[src/rtl/mem_ctrl_pkg.sv]
// rtl/mem_ctrl_pkg.sv - shared constants and state type for the masked 1R1W memory controller
package mem_ctrl_pkg;
    localparam int DEPTH  = 32;
    localparam int ADDR_W = 5;
    localparam int WIDTH  = 64;
    localparam int MASK_W = 8;
    localparam int LANE_W = WIDTH / MASK_W;

    typedef enum logic {
        INIT,
        RUN
    } state_t;
endpackage

[src/rtl/rr_arbiter.sv]
// rtl/rr_arbiter.sv - round-robin arbiter, pointer moves past the grantee when advance is set
module rr_arbiter #(
    parameter int N = 2
) (
    input  logic         clock,
    input  logic         reset,
    input  logic [N-1:0] req,
    input  logic         advance,
    output logic [N-1:0] gnt
);
    localparam int PW = (N > 1) ? $clog2(N) : 1;

    logic [PW-1:0] ptr;
    logic [PW-1:0] idx;
    logic [PW-1:0] gidx;
    logic          found;

    always_comb begin
        gnt   = '0;
        gidx  = ptr;
        idx   = '0;
        found = 1'b0;
        for (int k = 0; k < N; k++) begin
            idx = PW'((int'(ptr) + k) % N);
            if (!found && req[idx]) begin
                gnt[idx] = 1'b1;
                gidx     = idx;
                found    = 1'b1;
            end
        end
    end

    always_ff @(posedge clock) begin
        if (reset) begin
            ptr <= '0;
        end else if (advance && found) begin
            ptr <= (gidx == PW'(N - 1)) ? '0 : gidx + 1'b1;
        end
    end
endmodule

[src/rtl/mem_1r1w_masked_ctrl.sv]
// rtl/mem_1r1w_masked_ctrl.sv - zero-inits a 1R1W masked memory, then arbitrates reads and writes independently
module mem_1r1w_masked_ctrl
    import mem_ctrl_pkg::*;
#(
    parameter int NREQ   = 2,
    parameter int DEPTH  = mem_ctrl_pkg::DEPTH,
    parameter int ADDR_W = mem_ctrl_pkg::ADDR_W,
    parameter int WIDTH  = mem_ctrl_pkg::WIDTH,
    parameter int MASK_W = mem_ctrl_pkg::MASK_W
) (
    input  logic                   clock,
    input  logic                   reset,
    output logic                   init_busy,
    input  logic [NREQ-1:0]        req_valid,
    output logic [NREQ-1:0]        req_ready,
    input  logic [NREQ-1:0]        req_write,
    input  logic [NREQ*ADDR_W-1:0] req_addr,
    input  logic [NREQ*WIDTH-1:0]  req_wdata,
    input  logic [NREQ*MASK_W-1:0] req_mask,
    output logic [NREQ-1:0]        resp_valid,
    output logic [WIDTH-1:0]       resp_data,
    output logic [ADDR_W-1:0]      R0_addr,
    output logic                   R0_en,
    input  logic [WIDTH-1:0]       R0_data,
    output logic [ADDR_W-1:0]      W0_addr,
    output logic                   W0_en,
    output logic [WIDTH-1:0]       W0_data,
    output logic [MASK_W-1:0]      W0_mask
);
    state_t              state, state_nx;
    logic [ADDR_W-1:0]   init_cnt, init_cnt_nx;
    logic                run;

    logic [NREQ-1:0]     rd_req, wr_req, rd_gnt, wr_gnt, rd_gnt_eff;
    logic [ADDR_W-1:0]   rd_addr, wr_addr;
    logic [WIDTH-1:0]    wr_data;
    logic [MASK_W-1:0]   wr_mask;
    logic                collide;

    logic [ADDR_W-1:0]   r_addr_q, w_addr_q;
    logic [WIDTH-1:0]    w_data_q, data_hold;
    logic [MASK_W-1:0]   w_mask_q;

    always_ff @(posedge clock) begin
        if (reset) begin
            state    <= INIT;
            init_cnt <= '0;
        end else begin
            state    <= state_nx;
            init_cnt <= init_cnt_nx;
        end
    end

    always_comb begin
        state_nx    = state;
        init_cnt_nx = init_cnt;
        init_busy   = (state == INIT);
        if (state == INIT) begin
            init_cnt_nx = init_cnt + 1'b1;
            if (init_cnt == ADDR_W'(DEPTH - 1)) begin
                state_nx = RUN;
            end
        end
    end

    assign run    = (state == RUN);
    assign rd_req = run ? (req_valid & ~req_write) : '0;
    assign wr_req = run ? (req_valid &  req_write) : '0;

    rr_arbiter #(.N(NREQ)) u_rd_arb (
        .clock   (clock),
        .reset   (reset),
        .req     (rd_req),
        .advance (!collide),
        .gnt     (rd_gnt)
    );

    rr_arbiter #(.N(NREQ)) u_wr_arb (
        .clock   (clock),
        .reset   (reset),
        .req     (wr_req),
        .advance (1'b1),
        .gnt     (wr_gnt)
    );

    always_comb begin
        rd_addr = '0;
        wr_addr = '0;
        wr_data = '0;
        wr_mask = '0;
        for (int i = 0; i < NREQ; i++) begin
            if (rd_gnt[i]) rd_addr = req_addr[i*ADDR_W +: ADDR_W];
            if (wr_gnt[i]) begin
                wr_addr = req_addr[i*ADDR_W +: ADDR_W];
                wr_data = req_wdata[i*WIDTH +: WIDTH];
                wr_mask = req_mask[i*MASK_W +: MASK_W];
            end
        end
    end

    // A same-address read waits a cycle so it observes the write instead of racing it
    assign collide    = (|rd_gnt) && (|wr_gnt) && (rd_addr == wr_addr);
    assign rd_gnt_eff = collide ? '0 : rd_gnt;
    assign req_ready  = rd_gnt_eff | wr_gnt;

    always_comb begin
        R0_en   = |rd_gnt_eff;
        R0_addr = R0_en ? rd_addr : r_addr_q;
        if (init_busy) begin
            W0_en   = 1'b1;
            W0_addr = init_cnt;
            W0_data = '0;
            W0_mask = '1;
        end else if (|wr_gnt) begin
            W0_en   = 1'b1;
            W0_addr = wr_addr;
            W0_data = wr_data;
            W0_mask = wr_mask;
        end else begin
            W0_en   = 1'b0;
            W0_addr = w_addr_q;
            W0_data = w_data_q;
            W0_mask = w_mask_q;
        end
    end

    always_ff @(posedge clock) begin
        if (reset) begin
            r_addr_q   <= '0;
            w_addr_q   <= '0;
            w_data_q   <= '0;
            w_mask_q   <= '0;
            resp_valid <= '0;
            data_hold  <= '0;
        end else begin
            r_addr_q   <= R0_addr;
            w_addr_q   <= W0_addr;
            w_data_q   <= W0_data;
            w_mask_q   <= W0_mask;
            resp_valid <= rd_gnt_eff;
            if (|resp_valid) data_hold <= R0_data;
        end
    end

    // Read data passes straight through in the response cycle; the register only holds it afterwards
    assign resp_data = (|resp_valid) ? R0_data : data_hold;
endmodule

[config.mk]
export PLATFORM = sky130hd
export DESIGN_NAME = mem_1r1w_masked_ctrl
export DESIGN_NICKNAME = d
export VERILOG_FILES = /design/src/rtl/mem_ctrl_pkg.sv /design/src/rtl/rr_arbiter.sv /design/src/rtl/mem_1r1w_masked_ctrl.sv
export SDC_FILE = /design/constraint.sdc
export NUM_CORES = 1
export LEC_CHECK = 0
export CAP_MARGIN = 10
export CORE_ASPECT_RATIO = 0.8
export CORE_MARGIN = 8
export CORE_UTILIZATION = 44
export DETAILED_ROUTE_END_ITERATION = 16
export PLACE_DENSITY = 0.87
export RECOVER_POWER = 100
export SLEW_MARGIN = 40
export SYNTH_ARGS = -nofsm -noshare
export SYNTH_HDL_FRONTEND = slang
export SYNTH_HIERARCHICAL = 1
export SYNTH_SLANG_ARGS = --single-unit
export TNS_END_PERCENT = 30
[constraint.sdc]
create_clock -name clock -period 5.3 [get_ports clock]
set_clock_uncertainty 0.05 [all_clocks]
set_input_delay 1.325 -clock clock [delete_from_list [all_inputs] [get_ports clock]]
set_output_delay 1.325 -clock clock [all_outputs]
set_load 0.01 [all_outputs]
==> impl_metrics.json <==
{
  "run_status": "finished with violations",
  "violations": "max-capacitance violations, max-slew violations",
  "die_w_um": 162,
  "design.core.area_um2": 16700,
  "drt_iter0_markers": 384,
  "layout-drive-gt1-share_pct": 16.9,
  "ios": 377,
  "hp-class": "reg2reg",
  "cts.hold.buffers_added": 0,
  "core.rowCount": 42,
  "cts_made_buffers": 17,
  "final_antenna_net_count": 0,
  "synth_top_cell_area_share_pct": 41.6,
  "worst_ep_arrival_time_ns": 3.83,
  "library_cells_used_by_synthesis": 48,
  "ctsRootBufferMaster": "sky130_fd_sc_hd__clkbuf_16",
  "layout.nets": 1423,
  "end_kind": "output pin",
  "area_delta_synth_final_pct": 61.3,
  "synth.avg_cell_area_um2": 8.98,
  "grt_overflow_total": 0,
  "postSynthRegisterBits": 156,
  "wire_length_of_the_first_global_routing_pass_um": 41400,
  "synthesis.area_um2": 7520,
  "timing.critical_path.buf_inv": 4,
  "worst-setup-path-type": "in2out",
  "cpPeakStageDelay_ns": 0.65,
  "hold-worst-slack_ns": 0.442,
  "routed_wirelength_um": 26800,
  "synth-edff-count": 0,
  "netlist_instances": 837,
  "clockBufferDepth": 2,
  "cts.sink_count": 156,
  "rsz_0062_raised_after_global_routing": "false",
  "final-max-slew-violation-count": 96,
  "clk-insertion-delay-late_ns": 0.41,
  "fin_crit_ns": 5.21,
  "yosys-top-cells-count": "sky130_fd_sc_hd__nand2_1, sky130_fd_sc_hd__dfxtp_1, sky130_fd_sc_hd__nor2b_1, sky130_fd_sc_hd__mux2_2, sky130_fd_sc_hd__a21oi_1",
  "detail_route.first_pass.iterations": 5,
  "finalSetupViolCount": 0,
  "cts_max_level": 4,
  "utilization_pct": 72.8,
  "critical-path-slowest-cell": "sky130_fd_sc_hd__dlygate4sd3_1",
  "cts.clk_slew.worst_paths_ns": 0.06,
  "yosys_warnings": 6,
  "hpwl_um": 20200,
  "post-synth-top-area-cell": "sky130_fd_sc_hd__dfxtp_1",
  "synthFlopType": "sky130_fd_sc_hd__dfxtp_1",
  "max_freq_mhz": 192,
  "kind_of_cell_with_the_highest_combined_delay_on_the_critical_path": "buffers and inverters",
  "placedCellCount": 1395,
  "hold_viol_final": 0,
  "floorplan.die.height_um": 133,
  "p_leak_uw": 0.00471,
  "design.die.area_um2": 21500,
  "grt_antenna_before_repair": 1,
  "crit_required_ns": 3.92,
  "buffer_ports.inserted": 376,
  "worst_ir_drop_vdd_mv": 0.179,
  "post_layout_nonfiller_instances": 1430,
  "timing.critical_path.cells": "clkdlybuf4s50_1, and3_1, a21boi_4, buf_4, buf_12, mux2_2, nand2_1, a21oi_1, dlygate4sd3_1",
  "p_per_area_nw_per_um2": 213,
  "maxSlewHeadroom_pct": -37.5,
  "synth-seq-area-share_pct": 41.6,
  "start_util_pct": 45.1,
  "timing.final.crit_share_pct": 98.3,
  "pin_slew_with_the_least_headroom_to_its_limit_ns": 2.06,
  "cp-start-kind": "input port",
  "cap_viol_max_count": 1,
  "gp_congestion": 0.866,
  "postSynth.asyncResetShare_pct": 0,
  "wire_per_inst_um": 18.8,
  "num_vias": 7147,
  "synthMostInstantiatedCell": "sky130_fd_sc_hd__nand2_1",
  "antenna_cells_inserted": 0,
  "drc": 0,
  "yosys-top-cells-area": "sky130_fd_sc_hd__dfxtp_1, sky130_fd_sc_hd__mux2_2, sky130_fd_sc_hd__nor2b_1",
  "global_route.usage.total_pct": 24.1,
  "drt-vias-per-instance": 5.00,
  "grt_max_degree": 96,
  "cts_tree": "yes",
  "timing.critical_path.fanout_max": 40,
  "setup-tns-final_ns": 0,
  "number_of_global_route_vias_before_repair": 7355
}
per-stage QoR:
step | setup WS, ns | cell area [µm²] | total power, µW
2_1_floorplan | 0.925 | 7520 | 1250
3_3_place_gp | 0.0605 | 11500 | 1430
3_5_place_dp | 0.00386 | 11500 | 1430
4_1_cts | 0.0178 | 12100 | 2600
5_1_grt | 0.00311 | 12100 | 2670
6_report | 0.0916 | 12100 | 2580
registers in the layout, summed over array words and instances (netlist names):
register / count
data_hold: 64
init_cnt: 5
r_addr_q: 5
resp_valid: 2
run: 1
u_rd_arb/ptr: 1
u_wr_arb/ptr: 1
w_addr_q: 5
w_data_q: 64
w_mask_q: 8
power breakdown:
part	switching (µW)	leakage [µW]	internal [µW]	total, µW
Sequential	3.42	0.00126	1180	1180
Combinational	61.9	0.00318	158	220
Clock	518	0.000266	657	1180
Total	584	0.00471	1990	2580
cells by family (layout without fill, tap and decap cells):
family / Yosys count / in the layout / share of synthesized area (%)
AND/OR/NAND/NOR: 327 / 327 / 21.5
flip-flops: 156 / 156 / 41.6
other: 1 / 2 / 0.0499
buffers and inverters: 78 / 450 / 4.39
multiplexers: 144 / 144 / 21.4
adder cells (fa/ha/maj): 2 / 2 / 0.333
AO/OA/AOI/OAI: 122 / 122 / 10.0
XOR/XNOR: 7 / 7 / 0.816
layout by cell type (no fill, tap or decap), types with 4 or more instances in the layout:
cell type,n
sky130_fd_sc_hd__mux2_2,128
sky130_fd_sc_hd__a221oi_2,4
sky130_fd_sc_hd__clkinvlp_4,4
sky130_fd_sc_hd__xnor2_1,4
sky130_fd_sc_hd__a21oi_1,74
sky130_fd_sc_hd__dlygate4sd3_1,42
sky130_fd_sc_hd__dfxtp_1,156
sky130_fd_sc_hd__nand2_1,157
sky130_fd_sc_hd__clkbuf_16,17
sky130_fd_sc_hd__a22oi_1,6
sky130_fd_sc_hd__inv_1,10
sky130_fd_sc_hd__nor2b_1,132
sky130_fd_sc_hd__inv_6,4
sky130_fd_sc_hd__nor2_1,15
sky130_fd_sc_hd__clkdlybuf4s50_1,330
sky130_fd_sc_hd__o2bb2ai_1,4
sky130_fd_sc_hd__o21ai_0,12
sky130_fd_sc_hd__mux2i_1,13
sky130_fd_sc_hd__buf_4,23
worst min-delay path, cell delays in order (launching register included):
cell	delay (ns)
sky130_fd_sc_hd__dfxtp_1	0.30
sky130_fd_sc_hd__inv_1	0.08
sky130_fd_sc_hd__a221oi_2	0.06
path summary, 6_finish.rpt:
check | from | to | slack (ns) | depth (start not counted)
worst min-delay path | r_addr_q[3] | r_addr_q[3] | 0.44 | 2
worst max-delay path | req_write[0] | W0_data[43] | 0.09 | 9
worst min register to register | r_addr_q[3] | r_addr_q[3] | 0.44 | 2
worst max register to register | run | init_cnt[3] | 3.00 | 6
what timing repair did:
action                                  in CTS  in global routing
setup buffers                                2                  0
hold endpoints to repair                     0                  0
endpoints found under the setup margin       1                 12
resized for setup                            1                 11
gates cloned                                 0                  0
final cells by class:
class                   instances  area, µm²
multi-input cells             604       4110
flip-flops and latches        156       3120
repair buffers                405       4000
fillers                      1257       4530
well taps                     220        275
clock inverters                14        138
clock buffers                  18        429
inverters                      13       48.8
routing by layer:
| metal | up-vias | share of wire (%) | GRT usage [%] |
|---|---|---|---|
| li1 | 3502 | - | - |
| met5 | - | 0.048 | 0 |
| met2 | 272 | 50 | 41.7 |
| met3 | 33 | 8.6 | 9.30 |
| met1 | 3338 | 39 | 27.0 |
| met4 | 2 | 2.0 | 7.39 |
Power figures use the tool's default switching activity.
